--- src/rtl/apb_pkg.sv ---
`default_nettype none
// ============================================================================
// Module   : apb_pkg
// Purpose  : APB state encoding, response codes and index-width helpers.
// Revision : 1.0
// ============================================================================
package apb_pkg;

   typedef enum logic [1:0] {
      IDLE  = 2'd0,
      WAIT  = 2'd1,
      READY = 2'd2
   } apb_state_e;

   localparam logic APB_OKAY = 1'b0;
   localparam logic APB_ERR  = 1'b1;

   function automatic int apb_alsb(input int dwidth);
      return $clog2(dwidth / 8);
   endfunction

   function automatic int apb_idxw(input int depth);
      return $clog2(depth);
   endfunction

endpackage
`default_nettype wire

--- src/rtl/apb_regfile_mem.sv ---
`default_nettype none
// ============================================================================
// Module   : apb_regfile_mem
// Purpose  : DEPTH x DWIDTH register array, one write port, registered read.
// Revision : 1.0
// ============================================================================
module apb_regfile_mem
   import apb_pkg::*;
#(
   parameter int DWIDTH = 32,
   parameter int DEPTH  = 16,
   parameter int IDXW   = apb_idxw(DEPTH)
) (
   input  logic              clk,
   input  logic              rst,
   input  logic              i_we,
   input  logic [IDXW-1:0]   i_waddr,
   input  logic [DWIDTH-1:0] i_wdata,
   input  logic              i_re,
   input  logic [IDXW-1:0]   i_raddr,
   output logic [DWIDTH-1:0] o_rdata
);

   logic [DWIDTH-1:0] r_mem [DEPTH];
   logic [DWIDTH-1:0] r_rdata;

   // Read register returns zero whenever no read is being launched.
   always_ff @(posedge clk) begin
      if (rst) begin
         for (int i = 0; i < DEPTH; i++) begin
            r_mem[i] <= '0;
         end
         r_rdata <= '0;
      end else begin
         if (i_we) begin
            r_mem[i_waddr] <= i_wdata;
         end
         r_rdata <= i_re ? r_mem[i_raddr] : '0;
      end
   end

   assign o_rdata = r_rdata;

endmodule
`default_nettype wire

--- src/rtl/apb_slave_regfile.sv ---
`default_nettype none
// ============================================================================
// Module   : apb_slave_regfile
// Purpose  : APB completer with register file, wait states and range errors.
// Revision : 1.0
// ============================================================================
module apb_slave_regfile
   import apb_pkg::*;
#(
   parameter int AWIDTH      = 32,
   parameter int DWIDTH      = 32,
   parameter int DEPTH       = 16,
   parameter int WAIT_STATES = 1
) (
   input  logic              PCLK,
   input  logic              PRESET,
   input  logic              PSEL,
   input  logic              PENABLE,
   input  logic              PWRITE,
   input  logic [AWIDTH-1:0] PADDR,
   input  logic [DWIDTH-1:0] PWDATA,
   output logic [DWIDTH-1:0] PRDATA,
   output logic              PREADY,
   output logic              PSLVERR
);

   localparam int              c_ALSB     = apb_alsb(DWIDTH);
   localparam int              c_IDXW     = apb_idxw(DEPTH);
   localparam logic [AWIDTH-1:0] c_LIMIT  = AWIDTH'(DEPTH * (DWIDTH / 8));
   localparam logic [3:0]      c_CNT_INIT = (WAIT_STATES == 0) ? 4'd0 : 4'(WAIT_STATES - 1);

   apb_state_e        r_state, w_next;
   logic [3:0]        r_cnt;
   logic              r_write, r_oor, r_pready, r_pslverr;
   logic [c_IDXW-1:0] r_idx;
   logic [DWIDTH-1:0] r_wdata;

   logic              w_setup, w_access, w_enter_ready, w_we, w_re;
   logic              w_cur_write, w_cur_oor;
   logic [c_IDXW-1:0] w_cur_idx;

   assign w_setup  = PSEL & ~PENABLE;
   assign w_access = PSEL & PENABLE;

   // With zero wait states READY is entered on the setup edge itself, so the
   // live bus fields are used in IDLE instead of the not-yet-captured copies.
   assign w_cur_write = (r_state == IDLE) ? PWRITE : r_write;
   assign w_cur_oor   = (r_state == IDLE) ? (PADDR >= c_LIMIT) : r_oor;
   assign w_cur_idx   = (r_state == IDLE) ? PADDR[c_ALSB +: c_IDXW] : r_idx;

   always_comb begin
      w_next = r_state;
      case (r_state)
         IDLE:    if (w_setup) w_next = (WAIT_STATES == 0) ? READY : WAIT;
         WAIT: begin
            if (!PSEL)                          w_next = IDLE;
            else if (PENABLE && r_cnt == 4'd0)  w_next = READY;
         end
         READY:   w_next = IDLE;
         default: w_next = IDLE;
      endcase
   end

   assign w_enter_ready = (r_state != READY) && (w_next == READY);
   assign w_re = w_enter_ready & ~w_cur_write & ~w_cur_oor;
   assign w_we = (r_state == READY) & w_access & r_write & ~r_oor;

   always_ff @(posedge PCLK) begin
      if (PRESET) begin
         r_state   <= IDLE;
         r_cnt     <= 4'd0;
         r_write   <= 1'b0;
         r_oor     <= 1'b0;
         r_idx     <= '0;
         r_wdata   <= '0;
         r_pready  <= 1'b0;
         r_pslverr <= APB_OKAY;
      end else begin
         r_state   <= w_next;
         r_pready  <= (w_next == READY);
         r_pslverr <= (w_enter_ready && w_cur_oor) ? APB_ERR : APB_OKAY;
         if (r_state == IDLE && w_setup) begin
            r_write <= PWRITE;
            r_oor   <= (PADDR >= c_LIMIT);
            r_idx   <= PADDR[c_ALSB +: c_IDXW];
            r_wdata <= PWDATA;
            r_cnt   <= c_CNT_INIT;
         end else if (r_state == WAIT && w_access && r_cnt != 4'd0) begin
            r_cnt <= r_cnt - 4'd1;
         end
      end
   end

   apb_regfile_mem #(
      .DWIDTH (DWIDTH),
      .DEPTH  (DEPTH),
      .IDXW   (c_IDXW)
   ) u_mem (
      .clk     (PCLK),
      .rst     (PRESET),
      .i_we    (w_we),
      .i_waddr (r_idx),
      .i_wdata (r_wdata),
      .i_re    (w_re),
      .i_raddr (w_cur_idx),
      .o_rdata (PRDATA)
   );

   assign PREADY  = r_pready;
   assign PSLVERR = r_pslverr;

endmodule
`default_nettype wire

--- config.mk ---
export PLATFORM = sky130hd
export DESIGN_NAME = apb_slave_regfile
export DESIGN_NICKNAME = d
export VERILOG_FILES = /design/src/rtl/apb_pkg.sv /design/src/rtl/apb_regfile_mem.sv /design/src/rtl/apb_slave_regfile.sv
export SDC_FILE = /design/constraint.sdc
export NUM_CORES = 1
export LEC_CHECK = 0
export CORE_MARGIN = 1.5
export CORE_UTILIZATION = 60
export CTS_CLUSTER_DIAMETER = 40
export CTS_CLUSTER_SIZE = 40
export DETAILED_ROUTE_END_ITERATION = 7
export PLACE_DENSITY = 0.79
export REMOVE_ABC_BUFFERS = 1
export SKIP_CTS_REPAIR_TIMING = 1
export SYNTH_ARGS = -nofsm -noshare
export SYNTH_HDL_FRONTEND = slang
export SYNTH_SLANG_ARGS = --single-unit
--- constraint.sdc ---
create_clock -name PCLK -period 3.35 [get_ports PCLK]
set_clock_uncertainty 0.1 [all_clocks]
set_input_delay 1.005 -clock PCLK [delete_from_list [all_inputs] [get_ports PCLK]]
set_output_delay 1.005 -clock PCLK [all_outputs]
set_load 0.1 [all_outputs]
==> run summary, run 1 <==
r2r endpoint: u_mem.o_rdata[21]$_SDFF_PP0_
diodes inserted: 0
Synth Area per Inst: 12.3 um2
fin area: 31600 um2
Setup crit end kind: flip-flop
initial DRC count: 2595
clk slew on worst S/H paths: 60 ps
Worst Max-Slew Pin Slew: 661 ps
H-tree depth: 3
dpl cell area: 29200 um2
Hold WC Path Type: flip-flop to flip-flop
RSZ-0062 raised after global routing: no
layout cells sized above 1: 0.152
Comb pwr share: 0.076
Netlist cell types: 42
crit path DAT: 3460 ps
CTS Sinks: 590
Reg2Reg Depth: 7
core footprint: 43300 um2
hold endpoint: r_write$_SDFFE_PP0P_
Int Pwr: 0.0134 W
first-pass GRT wire length: 112000 um
Crit Path Category: primary input to flip-flop
vias in the first global route: 18700
post-DP HPWL: 42900 um
top_reg_cell synth: edfxtp_1
clock root buffer: clkbuf_16
Yosys top cell by area: edfxtp_1
Yosys top cell area share: 0.583
Slew HR: 0.558
VDD IR max: 371 uV
Initial Utilization: 0.610
dpl cells: 2762
commonest non-fill, non-tap cell in the layout: and2_1
Fmax: 0.331 GHz
most frequent cells in the layout: and2_1 (513), edfxtp_1 (512), and3_1 (256), a211oi_1 (256), buf_4 (117)
Area contributors post-synth: edfxtp_1 (58%), and2_1 (12%), a211oi_1 (7.3%)
overall power: 0.0176 W
hold path cells: 2
P per Cell Area: 555 nW/um2
Clock Latency Late Sink: 620 ps
Port Buf Inserts: 100
Seq cells post-synth: 590
Syn Inst Count: 2142
Max-cap violations: 0
fraction of registers with async set or reset after synthesis: 0
Switch Pwr: 0.00413 W
total CTS buffers: 71
Final setup viols: 0
outcome: finished, final reports clean
drc violations: 0
total die area: 45200 um2
number of vias per cell: 6.48
Total Wirelength: 75000 um
DRT antenna net count: 0
Die X: 213 um
Total GRT Usage: 0.339
share of power burned in registers: 0.474
CP max FO: 11
CTS tree: built
area delta synth->final: 20.0%
via count: 18800
Post-synth EDFFs: 512
Final Cycle Share: 0.903
Pins Over Slew Limit: 0
Net Sw Frac: 0.235
Mapped Area: 26400 um2
clock share of power: 0.450
largest net degree at the start of global routing: 63
Crit. Startpoint: PADDR[4]
Pre-antenna DRT Iters: 7
final net count: 2321
cell row count: 76
worst endpoint required time: 3790 ps
min Tclk post-route: 3020 ps
number of hold violations in the final report: 0
Core Util, Final: 0.731
r2r setup slk: 470 ps
Worst Setup Start Kind: primary input
post-synthesis sequential area ratio: 0.642
Hold Crit Start: r_write$_SDFFE_PP0P_
chip height: 213 um
Synth warnings: 0
deepest clock path buffer count: 3
boundary pin count: 103
Reg2Reg Launch Point: r_state[0]$_SDFF_PP0_
Static Leak: 12.3 nW
Finished Layout Cells: 2894
Routed wire per std cell: 25.9 um
grt ovf: 0
initial antenna violation count: 1
gpl congestion: 0.833
synth_stat cells, types with 2 or more instances:
cell type / n
dfxtp_1: 78
nor4_1: 8
edfxtp_1: 512
nand2b_1: 3
o21ai_0: 2
buf_2: 47
ha_1: 2
nand2_1: 79
o21ai_1: 2
xnor2_1: 2
inv_1: 3
o22ai_1: 33
a211oi_1: 256
or4_1: 64
buf_6: 2
a21oi_1: 39
and3_1: 257
nand3_1: 5
nor2_1: 16
nor3_1: 10
and2_1: 513
nor2b_1: 2
nor3b_1: 2
o21a_1: 2
or3b_1: 2
or3b_2: 2
buf_4: 6
or2_2: 16
buf_1: 2
clkbuf_1: 158
nand4_1: 6
layer usage:
metal | part of all wire | GRT usage | vias up | routed length (um)
li1 | - | - | 8168 | -
met1 | 0.37 | 0.449 | 9142 | 27800
met2 | 0.49 | 0.557 | 1251 | 36400
met3 | 0.11 | 0.0582 | 203 | 8060
met4 | 0.037 | 0.146 | 0 | 2770
met5 | 0 | 0 | - | 0
layout make-up:
class                      count  area, um2
clock inverter                51        621
clock buffer                  81       1830
fill                        2645      11600
sequential                   590      16900
timing repair buffer         250       2880
inverter                       3       11.3
tap                          585        732
multi-input combinational   1334       8630
cells by family (layout without fill, tap and decap cells):
family	after synthesis	in the layout	share of synthesized area
simple gates	990	990	0.229
compound gates	339	339	0.0918
flops	590	590	0.642
fa+ha+maj	2	2	0.000949
xor+xnor	3	3	0.000996
buf+inv	218	385	0.0347
through the flow:
step / setup WS [ps] / TNS [ps] / hold WS (ps)
global placement: -196 / -3790 / 358
detailed placement: -292 / -4390 / 381
global route: 263 / 0 / 441
finish: 326 / 0 / 401
CTS: 360 / 0 / 398
floorplan: -4750 / -209020 / 344
worst max-delay path by stage:
stage | end | slack (ps)
floorplan | u_mem.o_rdata[2]$_SDFF_PP0_ | -4750
global placement | u_mem.o_rdata[16]$_SDFF_PP0_ | -200
detailed placement | u_mem.o_rdata[28]$_SDFF_PP0_ | -290
CTS | u_mem.o_rdata[28]$_SDFF_PP0_ | 360
global route | u_mem.o_rdata[28]$_SDFF_PP0_ | 260
finish | u_mem.o_rdata[28]$_SDFF_PP0_ | 330
sequential cells by signal, summed over array words and instances, names as in the netlist, 2 cells and up:
register and flops:
r_idx 4, u_mem.o_rdata 32, r_wdata 32, r_cnt 4, u_mem.r_mem 512, r_state 2
worst max-delay path: stages:
cell	delay (ps)
clkdlybuf4s50_1	530
or3b_2	530
nand4_4	200
buf_12	180
buf_12	140
a211oi_1	60
or4_1	590
o22ai_1	220
power by group through the flow:
stage	Sequential [W]	Clock [W]	Combinational [W]
global route	0.00835	0.00823	0.00139
global placement	0.00846	0	0.00127
finish	0.00833	0.00790	0.00133
floorplan	0.00843	0	0.000591
CTS	0.00832	0.00794	0.00131
detailed placement	0.00847	0	0.00130
No activity file was read; power rests on OpenSTA's default activity.
==> run 2, diff against run 1 <==
--- a/config.mk
+++ b/config.mk
@@ -16,3 +16,4 @@
 export SYNTH_ARGS = -nofsm -noshare
 export SYNTH_HDL_FRONTEND = slang
 export SYNTH_SLANG_ARGS = --single-unit
+export TNS_END_PERCENT = 10
==> results of run 2 <==
Final layout, timing and power as in run 1 (identical DEF).
==> run 3, diff against run 2 <==
--- a/config.mk
+++ b/config.mk
@@ -5,11 +5,11 @@
 export SDC_FILE = /design/constraint.sdc
 export NUM_CORES = 1
 export LEC_CHECK = 0
-export CORE_MARGIN = 1.5
 export CORE_UTILIZATION = 60
 export CTS_CLUSTER_DIAMETER = 40
 export CTS_CLUSTER_SIZE = 40
 export DETAILED_ROUTE_END_ITERATION = 7
+export GPL_TIMING_DRIVEN = 0
 export PLACE_DENSITY = 0.79
 export REMOVE_ABC_BUFFERS = 1
 export SKIP_CTS_REPAIR_TIMING = 1
==> run 3 against run 2 <==
Effect of this change:
- the flow now finishes with violations (negative setup slack)
- via count is 5.3% higher
- cell area rose by 0.80%
- sequential power about the same
- combinational power is essentially flat
- setup slack got worse by 420 ps
- register-to-register slack worse by 500 ps
- die area shrank 0.94%
- routed wire length grew 15%
- sequential share of layout area shrank 0.41 points
- cell count fell by 0.48%
- critical path type unchanged
- critical endpoint is now u_mem.o_rdata[12]$_SDFF_PP0_
==> run summary, run 3 (synthesized netlist as in run 1, its figures left out) <==
total CTS buffers: 80
Total Wirelength: 86000 um
Pins Over Slew Limit: 0
max incr delay on CP: 570 ps
CP max FO: 90
Top delay family on crit path: simple AND/OR/NAND/NOR gates
dpl cells: 2660
Final setup viols: 107
dpl cell area: 28300 um2
clock share of power: 0.476
Int Pwr: 0.0139 W
Final TNS setup: -3820 ps
P per Cell Area: 578 nW/um2
clock root buffer: clkbuf_16
vias in the first global route: 18500
Die X: 212 um
grt ovf: 0
post-DP HPWL: 38700 um
number of hold violations in the final report: 0
Fmax: 0.291 GHz
gpl congestion: 0.755
Worst Setup Start Kind: primary input
commonest non-fill, non-tap cell in the layout: and2_1
Place WS: -2030 ps
Clock Latency Late Sink: 640 ps
chip height: 212 um
Worst Max-Slew Pin Slew: 1110 ps
Routed wire per std cell: 29.9 um
clk slew on worst S/H paths: 60 ps
Crit Path Category: primary input to flip-flop
initial antenna violation count: 0
Total GRT Usage: 0.339
Comb pwr share: 0.071
diodes inserted: 0
r2r setup slk: -30 ps
Pre-antenna DRT Iters: 6
min Tclk post-route: 3440 ps
Hold WC Path Type: flip-flop to flip-flop
fin area: 31900 um2
most frequent cells in the layout: and2_1 (513), edfxtp_1 (512), and3_1 (256), a211oi_1 (256), clkdlybuf4s50_1 (98)
overall power: 0.0185 W
Final Cycle Share: 1.03
storage element area: 16900 um2
core footprint: 43200 um2
CTS tree: built
drc violations: 0
final net count: 2299
Port Buf Inserts: 100
Static Leak: 12.2 nW
Finished Layout Cells: 2880
number of vias per cell: 6.86
Fillers: 2641
via count: 19800
share of power burned in registers: 0.452
Slew HR: 0.254
failing checks: negative setup slack
deepest clock path buffer count: 3
multi-input logic area: 9020 um2
crit-path most repeated cell: buf_16
area delta synth->final: 20.9%
crit path DAT: 3820 ps
largest reg by FF count: u_mem.r_mem
RSZ-0062 raised after global routing: yes
VDD IR max: 460 uV
Net Sw Frac: 0.244
DRT antenna net count: 0
CTS Sinks: 590
total die area: 44800 um2
setup ws final: -92.1 ps
outcome: finished, violations left
worst path bufs/invs: 4
H-tree depth: 3
cell row count: 76
worst endpoint required time: 3720 ps
layout cells sized above 1: 0.138
Max-cap violations: 0
first-pass GRT wire length: 111000 um
number of flip-flops under the largest register name: 512
largest net degree at the start of global routing: 149
initial DRC count: 2933
slowest CP cell: or4_1
Initial Utilization: 0.611
Setup crit end kind: flip-flop
boundary pin count: 103
Switch Pwr: 0.00451 W
crit path cell chain: clkbuf_2, or3b_4, buf_16, buf_16, nand2_8, buf_16, a211oi_1, or4_1, o22ai_1
[run 3: changes by cell type in the layout (fill, tap and decap cells not counted), moves of 5 or more]
cell	delta
inv_6	+5
or2_4	+32
nor2_4	+12
buf_16	+11
buf_6	+9
clkdlybuf4s50_1	+33
clkbuf_16	+12
buf_12	-35
buf_4	-77
nor2_2	-12
or2_2	-16
[run 3: power groups by stage]
stage / registers [W] / logic, W / clock network, W
after floorplan: 0.00843 / 0.000591 / 0
after global placement: 0.00846 / 0.00102 / 0
after detailed placement: 0.00848 / 0.00109 / 0
after CTS: 0.00833 / 0.00110 / 0.00876
after global routing: 0.00836 / 0.00135 / 0.00905
final: 0.00834 / 0.00132 / 0.00879
[run 3: worst paths after layout]
check	startpoint	to	cells past startpoint
max	PADDR[2]	u_mem.o_rdata[12]$_SDFF_PP0_	9
min	r_write$_SDFFE_PP0P_	r_write$_SDFFE_PP0P_	2
min reg2reg	r_write$_SDFFE_PP0P_	r_write$_SDFFE_PP0P_	2
max reg2reg	r_state[0]$_SDFF_PP0_	u_mem.o_rdata[12]$_SDFF_PP0_	8
[run 3: final cells by class]
cell class / count / area share
Clock buffer: 89 / 0.0651
Clock inverter: 60 / 0.0216
Inverter: 3 / 0.000353
Multi-Input combinational cell: 1357 / 0.283
Sequential cell: 590 / 0.531
Tap cell: 585 / 0.0229
Timing Repair Buffer: 196 / 0.0761
[run 3: metrics by stage]
stage | utilization | hold slack [ps]
2_1_floorplan | - | 344
6_report | 0.739 | 389
3_3_place_gp | 0.630 | 360
3_5_place_dp | 0.656 | 374
5_1_grt | 0.739 | 407
4_1_cts | 0.720 | 382
[run 3: worst min-delay path: cells and delay by family, from the launching register on]
family	cells	cell delay, ps
AO/OA/AOI/OAI	1	50
AND/OR/NAND/NOR	1	60
flip-flops	1	330
[run 3: routing by layer]
| layer | wire, um | GRT usage | up-vias |
|---|---|---|---|
| li1 | - | - | 8134 |
| met4 | 5300 | 0.180 | 0 |
| met2 | 38500 | 0.543 | 1792 |
| met3 | 12700 | 0.0641 | 406 |
| met1 | 29500 | 0.442 | 9433 |
| met5 | 0 | 0 | - |
